--- config.mk ---
export PLATFORM = sky130hd
export DESIGN_NAME = sram_req_arbiter
export DESIGN_NICKNAME = d
export VERILOG_FILES = /design/src/rtl/sram_bridge_pkg.sv /design/src/rtl/sram_id_fifo.sv /design/src/rtl/sram_req_arbiter.sv
export SDC_FILE = /design/constraint.sdc
export NUM_CORES = 1
export LEC_CHECK = 0
export CAP_MARGIN = 40
export CORE_AREA = 4 4 110 112
export CTS_CLUSTER_SIZE = 30
export DETAILED_ROUTE_END_ITERATION = 12
export DIE_AREA = 0 0 114 116
export PLACE_DENSITY = 0.76
export SETUP_SLACK_MARGIN = 0.2
export SKIP_CTS_REPAIR_TIMING = 1
export SLEW_MARGIN = 15
export SYNTH_ARGS = -nofsm -noshare
export SYNTH_HDL_FRONTEND = slang
export SYNTH_SLANG_ARGS = --single-unit
--- constraint.sdc ---
create_clock -name clk -period 2.6 [get_ports clk]
set_clock_uncertainty 0.2 [all_clocks]
set_input_delay 0.52 -clock clk [delete_from_list [all_inputs] [get_ports clk]]
set_output_delay 0.52 -clock clk [all_outputs]
set_load 0.03 [all_outputs]
--- src/rtl/sram_bridge_pkg.sv ---
// Shared types for the sram-like request/handshake bridge: size encodings,
// id-width helper and the per-channel request bundle.
package sram_bridge_pkg;

  typedef enum logic [1:0] {
    SZ_BYTE = 2'd0,
    SZ_HALF = 2'd1,
    SZ_WORD = 2'd2
  } size_e;

  localparam int unsigned MAX_ADDR_W = 64;
  localparam int unsigned MAX_DATA_W = 64;
  localparam int unsigned MAX_STRB_W = MAX_DATA_W / 8;

  function automatic int unsigned id_width(input int unsigned n);
    return (n < 2) ? 1 : $clog2(n);
  endfunction

  // Sized for the widest supported bus; narrower channels zero-extend into it.
  typedef struct packed {
    logic                  wr;
    size_e                 size;
    logic [MAX_STRB_W-1:0] wstrb;
    logic [MAX_ADDR_W-1:0] addr;
    logic [MAX_DATA_W-1:0] wdata;
  } req_t;

endpackage

--- src/rtl/sram_id_fifo.sv ---
// Synchronous FIFO of channel ids recording the order of accepted requests.
// Push is ignored when full, pop is ignored when empty.
module sram_id_fifo #(
  parameter int unsigned DEPTH = 4,
  parameter int unsigned WIDTH = 1
) (
  input  logic             clk,
  input  logic             reset,
  input  logic             push,
  input  logic             pop,
  input  logic [WIDTH-1:0] din,
  output logic [WIDTH-1:0] head,
  output logic             full,
  output logic             empty
);

  localparam int unsigned PTR_W = (DEPTH < 2) ? 1 : $clog2(DEPTH);

  logic [PTR_W-1:0] wr_ptr;
  logic [PTR_W-1:0] rd_ptr;
  logic [PTR_W:0]   count;
  logic [WIDTH-1:0] mem [DEPTH];
  logic             do_push;
  logic             do_pop;

  assign full    = (count == (PTR_W+1)'(DEPTH));
  assign empty   = (count == '0);
  assign do_push = push && !full;
  assign do_pop  = pop && !empty;
  assign head    = mem[rd_ptr];

  always_ff @(posedge clk or posedge reset) begin
    if (reset) begin
      wr_ptr <= '0;
      rd_ptr <= '0;
      count  <= '0;
    end else begin
      if (do_push) wr_ptr <= wr_ptr + 1'b1;
      if (do_pop)  rd_ptr <= rd_ptr + 1'b1;
      case ({do_push, do_pop})
        2'b10:   count <= count + 1'b1;
        2'b01:   count <= count - 1'b1;
        default: count <= count;
      endcase
    end
  end

  always_ff @(posedge clk) begin
    if (do_push) mem[wr_ptr] <= din;
  end

endmodule

--- src/rtl/sram_req_arbiter.sv ---
// N-channel sram-like arbiter/bridge onto one memory port with in-order responses.
// Define ARB_RR_EN for round-robin arbitration; default is fixed highest-index priority.
module sram_req_arbiter
  import sram_bridge_pkg::*;
#(
  parameter int unsigned NUM_CH      = 2,
  parameter int unsigned ADDR_W      = 32,
  parameter int unsigned DATA_W      = 32,
  parameter int unsigned OUTSTANDING = 4
) (
  input  logic                       clk,
  input  logic                       reset,
  input  logic [NUM_CH-1:0]          ch_req,
  input  logic [NUM_CH-1:0]          ch_wr,
  input  logic [2*NUM_CH-1:0]        ch_size,
  input  logic [DATA_W/8*NUM_CH-1:0] ch_wstrb,
  input  logic [ADDR_W*NUM_CH-1:0]   ch_addr,
  input  logic [DATA_W*NUM_CH-1:0]   ch_wdata,
  output logic [NUM_CH-1:0]          ch_addr_ok,
  output logic [NUM_CH-1:0]          ch_data_ok,
  output logic [DATA_W-1:0]          ch_rdata,
  output logic                       mem_req,
  output logic                       mem_wr,
  output logic [1:0]                 mem_size,
  output logic [DATA_W/8-1:0]        mem_wstrb,
  output logic [ADDR_W-1:0]          mem_addr,
  output logic [DATA_W-1:0]          mem_wdata,
  input  logic                       mem_addr_ok,
  input  logic                       mem_data_ok,
  input  logic [DATA_W-1:0]          mem_rdata,
  output logic                       err_orphan
);

  localparam int unsigned ID_W   = id_width(NUM_CH);
  localparam int unsigned STRB_W = DATA_W / 8;

  logic [ID_W-1:0] arb_id;
  logic [ID_W-1:0] grant;
  logic [ID_W-1:0] lock_id;
  logic [ID_W-1:0] head_id;
  logic            lock_valid;
  logic            fifo_full;
  logic            fifo_empty;
  logic            handshake;
  logic            resp;
  req_t            reqs [NUM_CH];
  req_t            sel;
  logic            unused_sel;

  always_comb begin
    for (int unsigned i = 0; i < NUM_CH; i++) begin
      reqs[i] = '{
        wr:    ch_wr[i],
        size:  size_e'(ch_size[2*i +: 2]),
        wstrb: MAX_STRB_W'(ch_wstrb[STRB_W*i +: STRB_W]),
        addr:  MAX_ADDR_W'(ch_addr[ADDR_W*i +: ADDR_W]),
        wdata: MAX_DATA_W'(ch_wdata[DATA_W*i +: DATA_W])
      };
    end
  end

`ifdef ARB_RR_EN
  logic [ID_W-1:0] rr_ptr;
  int unsigned     best_dist;
  int unsigned     dist;

  // Pick the requester closest to the pointer, counting upward with wrap.
  always_comb begin
    arb_id    = '0;
    best_dist = NUM_CH;
    dist      = 0;
    for (int unsigned i = 0; i < NUM_CH; i++) begin
      dist = (i >= 32'(rr_ptr)) ? i - 32'(rr_ptr) : i + NUM_CH - 32'(rr_ptr);
      if (ch_req[i] && dist < best_dist) begin
        best_dist = dist;
        arb_id    = ID_W'(i);
      end
    end
  end

  always_ff @(posedge clk or posedge reset) begin
    if (reset) begin
      rr_ptr <= '0;
    end else if (handshake) begin
      rr_ptr <= (32'(grant) == NUM_CH - 1) ? '0 : grant + 1'b1;
    end
  end
`else
  always_comb begin
    arb_id = '0;
    for (int unsigned i = 0; i < NUM_CH; i++) begin
      if (ch_req[i]) arb_id = ID_W'(i);
    end
  end
`endif

  // A held lock is only honoured while its owner still requests.
  assign grant     = (lock_valid && ch_req[lock_id]) ? lock_id : arb_id;
  assign mem_req   = (|ch_req) && !fifo_full && !reset;
  assign handshake = mem_req && mem_addr_ok;
  assign resp      = mem_data_ok && !fifo_empty && !reset;
  assign sel       = reqs[grant];
  assign unused_sel = ^sel;

  always_ff @(posedge clk or posedge reset) begin
    if (reset) begin
      lock_valid <= 1'b0;
      lock_id    <= '0;
    end else if (handshake) begin
      lock_valid <= 1'b0;
    end else if (mem_req) begin
      lock_valid <= 1'b1;
      lock_id    <= grant;
    end
  end

  always_ff @(posedge clk or posedge reset) begin
    if (reset) begin
      err_orphan <= 1'b0;
    end else if (mem_data_ok && fifo_empty) begin
      err_orphan <= 1'b1;
    end
  end

  always_comb begin
    mem_wr     = 1'b0;
    mem_size   = '0;
    mem_wstrb  = '0;
    mem_addr   = '0;
    mem_wdata  = '0;
    ch_addr_ok = '0;
    ch_data_ok = '0;
    ch_rdata   = '0;
    if (!reset) begin
      mem_wr    = sel.wr;
      mem_size  = sel.size;
      mem_wstrb = sel.wstrb[STRB_W-1:0];
      mem_addr  = sel.addr[ADDR_W-1:0];
      mem_wdata = sel.wdata[DATA_W-1:0];
    end
    if (handshake) ch_addr_ok[grant] = 1'b1;
    if (resp) begin
      ch_data_ok[head_id] = 1'b1;
      ch_rdata            = mem_rdata;
    end
  end

  sram_id_fifo #(
    .DEPTH (OUTSTANDING),
    .WIDTH (ID_W)
  ) u_id_fifo (
    .clk   (clk),
    .reset (reset),
    .push  (handshake),
    .pop   (resp),
    .din   (grant),
    .head  (head_id),
    .full  (fifo_full),
    .empty (fifo_empty)
  );

endmodule

## Word level (Yosys, flattened, before mapping)

Memory sizes are Yosys's and may differ from the RTL's.
Cells that the tools add are included.

| cells by class | value |
|---|---|
| add/sub/neg operators | 4 |
| magnitude comparators | 6 |
| equal/unequal tests | 3 |
| muxes and demuxes | 24 |
| bitwise gates (word level) | 2 |
| reductions and logical operators | 19 |

Operators by type and width:

| kind | count |
|---|---|
| $mux 139 | 3 |
| $mux 32 | 3 |
| $logic_and 1x1->1 | 11 |
| $mux 1 | 11 |
| $lt 1x2->1 const B | 3 |
| $mux 2 | 3 |
| $pmux 3 s2 | 1 |
| $add 2x1->2 const B | 2 |
| $mux 4 | 1 |
| $reduce_bool 2->1 | 2 |
| $add 3x1->3 const B | 1 |
| $eq 3x3->1 const B | 1 |
| $logic_not 1->1 | 3 |
| $logic_not 3->1 | 1 |
| $sub 3x1->3 const B | 1 |
| $demux 1 s1 | 2 |
| $eq 2x1->1 const B | 1 |
| $eq 2x2->1 const B | 1 |
| $ge 1x1->1 const B | 2 |
| $ge 2x2->1 const B | 1 |
| $not 1->2 | 1 |
| $reduce_and 2->1 | 1 |
| $reduce_or 2->1 | 1 |
| $not 1->1 | 1 |

| word-level totals | value |
|---|---|
| flip-flop bits (word level) | 10 |
| memory bits (writable) | 4 |
| bits of input ports | 180 |
| output and inout bits | 109 |
| word-level logic and storage cells | 65 |
| memories kept | 1 |

Memory list:

| memory | words | bits a word | read ports | clocked after memory_dff | write ports | RTL line | RTL |
|---|---|---|---|---|---|---|---|
| u_id_fifo.mem | 4 | 1 | 1 | 0 | 1 | sram_id_fifo.sv:22 | `logic [WIDTH-1:0] mem [DEPTH];` |

## Logic depth before layout (Yosys ltp)

Gate-level depths: netlist of the first run.

| depth | value |
|---|---|
| word-level depth | 9 |
| gate-level depth with buffers | 9 |

## By module

From an unflattened synthesis of the first run, not the netlist that was laid out.

| unflattened totals | value |
|---|---|
| cell total of the unflattened synthesis | 335 |
| area, all modules | 2368.5 um^2 |

Modules (own cells, without submodules):

| module | instances | cells each | area an instance (um^2) | seq. area each (um^2) |
|---|---|---|---|---|
| sram_req_arbiter | 1 | 291 | 1783.0 | 75.1 |
| sram_id_fifo | 1 | 44 | 585.6 | 295.3 |

## Worst setup path after synthesis of the first run

OpenSTA, ideal clock, no wires.

| timing | value |
|---|---|
| kind | in2out |
| start | in ch_req[0] |
| end | out mem_addr[15] |
| arrival | 1764 ps |
| data required time | 1880 ps |
| slack | 116 ps |
| stages on the path | 6 |
| path buffers | 3 |
| cell sequence | nand2_1 o21a_1 clkbuf_1 buf_2 buf_4 mux2i_1 |

| between the ends | value |
|---|---|
| longest elaborated chain between the ends | 9 |

Ends and longest elaborated chain:

| item | RTL line | RTL |
|---|---|---|
| from (decl) | sram_req_arbiter.sv:13 | `input logic [NUM_CH-1:0] ch_req,` |
| $mux 1 (implied by the code) (2 in series) | sram_req_arbiter.sv:98 | `assign grant = (lock_valid && ch_req[lock_id]) ? lock_id : arb_id;` |
| $logic_and 1x1->1 | sram_req_arbiter.sv:98 |  |
| $mux 1 | sram_req_arbiter.sv:98 |  |
| $not 1->2 (implied by the code) | sram_req_arbiter.sv:102 | `assign sel = reqs[grant];` |
| $mux 139 (implied by the code) (3 in series) | sram_req_arbiter.sv:102 |  |
| $mux 32 | sram_req_arbiter.sv:134 | `if (!reset) begin` |
| to (decl) | sram_req_arbiter.sv:26 | `output logic [ADDR_W-1:0] mem_addr,` |

No other way between the ends. The select of a mux whose other input is x is not followed.

## Worst setup path in the final report of the first run

| timing | value |
|---|---|
| start | in ch_req[0] |
| end | out mem_addr[6] |

The elaborated chain is that of the path after synthesis.

==> results.tsv, run 1 <==
metric	value	unit
GRT Overall Usage	14.17	%
antenna violations before repair	0	
Worst Path Required	1.88	ns
maximum buffer depth of the clock tree	2	
critical path launch point type	input port	
largest net degree at the start of global routing	76	
Post-synth EDFFs	4	
Syn Inst Count	330	
share of cells above drive strength 1	27.01	%
Crit. End Element	primary output	
hold crit path type	reg2reg	
Slew HR	74.97	%
IO Port Bufs	288	
Ys Warns	0	
CP max FO	5	
DR vias	3332	
Via-to-Cell Ratio	4.356	
# IOs	289	
Distinct cells, synth	28	
Initial DRC Count	74	
core footprint	0.01122	sq mm
outcome	finished clean	
clk root buf	clkbuf_16	
setup TNS	0	ns
Fin. Hold Viols	0	
Final ANT Viol Nets	0	
Num CTS Buffers	3	
peak supply drop	0.3178	mV
first-pass GRT wire length	15190	um
Final Core Density	52.51	%
Worst Tran Pin Value	0.3743	ns
Final Cycle Share	90.54	%
pwr dens	451.0	mW/mm^2
area delta synth->final	152.7	%
register area	372.9	sq um
placed insts	749	
Die Area	0.01322	sq mm
register area share after synthesis	15.88	%
Syn Nets	516	
CP Data Arrival Time	1.63	ns
non-filler cells, final	765	
Crit Path Class	in2out	
Setup WS post-layout	0.2461	ns
drt total wl	11830	um
power consumption	2.658	mW
row cnt	39	
# H-tree levels	1	
MaxCap Viol Count	0	
CTS clk-pin slew, worst paths	0.05	ns
vias in the first global route	3092	
clock sinks	14	
Starting Density	20.78	%
Die Y-Extent	116	um
Leakage	2.728	nW
Routed WL per cell	15.46	um
ANT cells	0	
Final Max Tran Viols	0	
Async SR Flop Fraction	71.43	%
CTS tree	done	
pre-CTS WS	-0.2115	ns
Multi-input gate area	0.001994	sq mm
max frequency	424.8	MHz
width of the die	114	um
#FFs+latches synth	14	
total gr overflow	0	
gpl congestion	0.7632	
synthesized area per cell	7.067	sq um
First-pass DRT Iterations	4	
DRC	0	
post-DP HPWL	9193	um
fillcell total	997	
worst skew pair latency	0.24	ns
Tmin final	2.354	ns
Syn Std Cell Area	0.002332	sq mm
Final setup viols	0	
ys flop type	dfrtp_1	
nets	809	
RSZ-0062 raised after global routing	yes	
## path summary, 6_finish.rpt
check / endpoint / slack (ns) / cells after the start / startpoint
worst max-delay path: mem_addr[6] / 0.25 / 8 / ch_req[0]
worst min-delay path: err_orphan$_DFFE_PP0P_ / 0.25 / 1 / err_orphan$_DFFE_PP0P_
worst max register to register: u_id_fifo.count[2]$_DFFE_PP0P_ / 0.29 / 9 / u_id_fifo.count[0]$_DFFE_PP0P_
worst min register to register: err_orphan$_DFFE_PP0P_ / 0.25 / 1 / err_orphan$_DFFE_PP0P_
max in group asynchronous: u_id_fifo.count[0]$_DFFE_PP0P_ / 1.56 / 4 / reset
min in group asynchronous: u_id_fifo.wr_ptr[0]$_DFFE_PP0P_ / 0.28 / 3 / reset
## placed cells by master (no fill, tap or decap), types with 2 or more instances in the layout
| cell type | netlist | routed |
|---|---|---|
| dlymetal6s2s_1 | 0 | 4 |
| inv_1 | 6 | 6 |
| buf_6 | 0 | 7 |
| xor2_1 | 4 | 4 |
| nor3b_4 | 0 | 2 |
| buf_12 | 0 | 16 |
| edfxtp_1 | 4 | 4 |
| nand2_1 | 143 | 143 |
| dfrtp_1 | 10 | 8 |
| nor2_1 | 2 | 2 |
| clkbuf_16 | 0 | 10 |
| buf_4 | 6 | 101 |
| and2_1 | 38 | 38 |
| dfrtp_2 | 0 | 2 |
| ha_1 | 5 | 5 |
| clkdlybuf4s50_1 | 0 | 175 |
| mux2i_1 | 72 | 56 |
| buf_16 | 0 | 3 |
| mux2i_4 | 0 | 11 |
| mux2i_2 | 0 | 5 |
| xnor2_1 | 2 | 2 |
## per-layer routing
layer,GRT usage [%],up-vias,share of wire [%]
met1,14.76,1489,34
li1,-,1643,-
met2,26.97,193,53
met5,0,-,0
met3,5.379,7,12
met4,3.088,0,0.64
## cell families (layout without fill, tap and decap cells)
family                     count (synthesis)  in the layout  synth area share, %
AOI/OAI and AO/OA                          3              3                1.073
xor gates and xnor gates                   6              6                2.253
adders and majority gates                  6              6                3.541
buffers and inverters                     34            326                6.974
DFF                                       14             14                15.88
muxes                                     75             75                32.99
and+or+nand+nor                          192            192                37.29
## area by class of cell
cell class	count	area share [%]
timing repair buffer	315	54.93
multi-input combinational	282	33.84
clock buffer	3	1.274
clock inverter	1	0.06369
sequential	14	6.327
tap	143	3.036
inverter	7	0.5308
## power breakdown
| group | switching (mW) | leakage, nW | internal [mW] | total (mW) |
|---|---|---|---|---|
| logic | 0.933 | 2.54 | 1.02 | 1.95 |
| clock network | 0.0935 | 0.0385 | 0.204 | 0.297 |
| registers | 0.0910 | 0.149 | 0.317 | 0.408 |
## cell usage after synthesis (4+ instances only)
library cell / instances / area share [%]
nand2_1: 143 / 23
and2_1: 38 / 10
mux2i_1: 72 / 31
xor2_1: 4 / 1.5
edfxtp_1: 4 / 5.2
ha_1: 5 / 2.7
buf_4: 6 / 1.9
dfrtp_1: 10 / 11
inv_1: 6 / 0.97
buf_2: 8 / 1.7
clkbuf_1: 11 / 1.8
## flip-flops by register name (all words and copies together) (netlist names)
signal and cells:
u_id_fifo.mem 4, u_id_fifo.count 3, u_id_fifo.wr_ptr 2, err_orphan 1
lock_id 1, u_id_fifo.rd_ptr 2, lock_valid 1
## stage by stage
step                area [sq um]  hold slack, ns
finish                      5893          0.2533
global route                5893          0.2659
CTS                         5401          0.2550
detailed placement          5323          0.2475
global placement            5323          0.2517
floorplan                   2332          0.2495
## worst max-delay path, stage by stage
cell and delay [ns]:
dlymetal6s2s_1 0.10, nand2_1 0.07, o21a_4 0.25, buf_4 0.14, buf_6 0.13, mux2i_1 0.16
buf_4 0.14, buf_12 0.11
Power figures use the tool's default switching activity.
==> inputs of run 2 (changes only) <==
--- a/config.mk
+++ b/config.mk
@@ -10,6 +10,7 @@
 export CTS_CLUSTER_SIZE = 30
 export DETAILED_ROUTE_END_ITERATION = 12
 export DIE_AREA = 0 0 114 116
+export GPL_TIMING_DRIVEN = 0
 export PLACE_DENSITY = 0.76
 export SETUP_SLACK_MARGIN = 0.2
 export SKIP_CTS_REPAIR_TIMING = 1
==> results.tsv, run 2 (synthesized netlist as in run 1, its figures left out) <==
metric	value	unit
Post-DP Area	0.005394	sq mm
drt total wl	13100	um
share of cells above drive strength 1	31.02	%
met3 WL	1354	um
Largest register FFs	4	
Initial DRC Count	112	
clock sinks	14	
CTS tree	done	
Leakage	2.814	nW
Sw Pwr	1.155	mW
Slew HR	74.62	%
most frequent cells in the layout	clkdlybuf4s50_1, nand2_1, buf_4	
worst-case reg-to-reg path depth	11	
Crit. End Element	primary output	
critical path launch point type	flop	
worst skew pair latency	0.24	ns
CP max FO	10	
clk root buf	clkbuf_16	
CP Depth	7	
Clock Power Share	10.6	%
Final Cycle Share	94.83	%
Pint	1.572	mW
row cnt	39	
met2 wire length	6964	um
Final ANT Viol Nets	0	
fillcell total	1069	
Gate power share	74.6	%
max frequency	405.6	MHz
Cells on Worst Hold Path	1	
Die Y-Extent	116	um
maximum buffer depth of the clock tree	2	
pwr dens	465.4	mW/mm^2
peak supply drop	0.3095	mV
critical path's top delay family	buffers and inverters	
CTS clk-pin slew, worst paths	0.05	ns
Crit-path slowest cell	dfrtp_2	
width of the die	114	um
R2R Path Start	u_id_fifo.count[1]$_DFFE_PP0P_	
CP most frequent cell	buf_6	
commonest non-fill, non-tap cell in the layout	clkdlybuf4s50_1	
DRT met1 WL	4614	um
gpl congestion	0.8128	
Top reg by flops	u_id_fifo.mem	
First-pass DRT Iterations	4	
hold path endpoint	err_orphan$_DFFE_PP0P_	
antenna violations before repair	0	
nets	835	
reg-to-reg endpoint	u_id_fifo.count[2]$_DFFE_PP0P_	
outcome	finished clean	
area delta synth->final	151.2	%
Routed WL per cell	16.56	um
sw frac	42.35	%
IO Port Bufs	288	
Worst path max stage delay	0.43	ns
Starting Density	20.78	%
CP cell instances	buf_6 -> nor3_4 -> nor3b_4 -> buf_4 -> buf_6 -> and2_1 -> clkbuf_4	
Fin. Hold Viols	0	
share of power burned in registers	14.8	%
biggest regs	u_id_fifo.mem x4, u_id_fifo.count x3	
# IOs	289	
Crit Path Class	reg2out	
Buf+Inv Stages, Crit Path	4	
Hold Startpoint	err_orphan$_DFFE_PP0P_	
fin area	0.005859	sq mm
Num CTS Buffers	3	
Worst Tran Pin Value	0.3795	ns
reg2reg setup slack	0.19	ns
CP Data Arrival Time	1.75	ns
RSZ-0062 raised after global routing	yes	
Via-to-Cell Ratio	4.399	
# H-tree levels	1	
GRT Overall Usage	16.37	%
DRC	0	
hold crit path type	reg2reg	
Worst Path Required	1.88	ns
Final Core Density	52.21	%
first-pass GRT wire length	17550	um
MaxCap Viol Count	0	
total gr overflow	0	
Final setup viols	0	
Tmin final	2.466	ns
post-DP HPWL	10400	um
Worst Setup SP	u_id_fifo.count[0]$_DFFE_PP0P_	
Die Area	0.01322	sq mm
vias in the first global route	3528	
core footprint	0.01122	sq mm
DR vias	3480	
Final Max Tran Viols	0	
largest net degree at the start of global routing	20	
Max Used Layer	met4	
ANT cells	0	
[run 2: changes by cell type in the layout (fill, tap and decap cells not counted), sizes merged]
cell | previous run | this run
clkinv | 2 | 1
buf | 128 | 115
inv | 6 | 7
dlymetal6s2s | 4 | 5
clkbuf | 11 | 49
[run 2: final cells by class]
type                       count  area [sq um]  share of cell area [%]
buffer                        26         305.3                   5.210
tap                          143         178.9                   3.054
sequential                    14         374.1                   6.385
multi-input combinational    282          1962                   33.48
inverter                       7         31.28                  0.5338
clock inverter                 1         3.754                 0.06406
clock buffer                   3         75.07                   1.281
timing repair buffer         315          2929                   49.99
[run 2: power by group through the flow]
stage	combinational, mW	clock, mW	sequential (mW)
6_report	2.03	0.289	0.403
5_1_grt	2.15	0.306	0.414
4_1_cts	1.76	0.292	0.389
3_5_place_dp	1.75	0	0.389
3_3_place_gp	1.70	0	0.381
2_1_floorplan	0.953	0	0.386
[run 2: routing by layer]
metal,vias up,track usage (%)
met4,0,2.771
met1,1584,17.12
met3,12,5.431
li1,1696,-
met2,188,32.05
met5,-,0
[run 2: how the worst max path moves through the flow]
| stage | end |
|---|---|
| global route | mem_wdata[2] |
| CTS | mem_wdata[27] |
| global placement | mem_addr[25] |
| finish | ch_rdata[22] |
| floorplan | mem_addr[15] |
| detailed placement | mem_wdata[27] |
[run 2: through the flow]
stage	TNS (ns)	power (mW)	hold WS (ns)	setup WS [ns]	std cells
final	0	2.727	0.2771	0.1344	791
after global routing	0	2.870	0.3102	0.08345	791
after CTS	-105.14	2.436	0.2861	-1.185	765
after detailed placement	-105.38	2.135	0.2762	-1.186	761
after global placement	-103.02	2.084	0.2531	-1.157	761
after floorplan	0	1.338	0.2495	0.1155	330
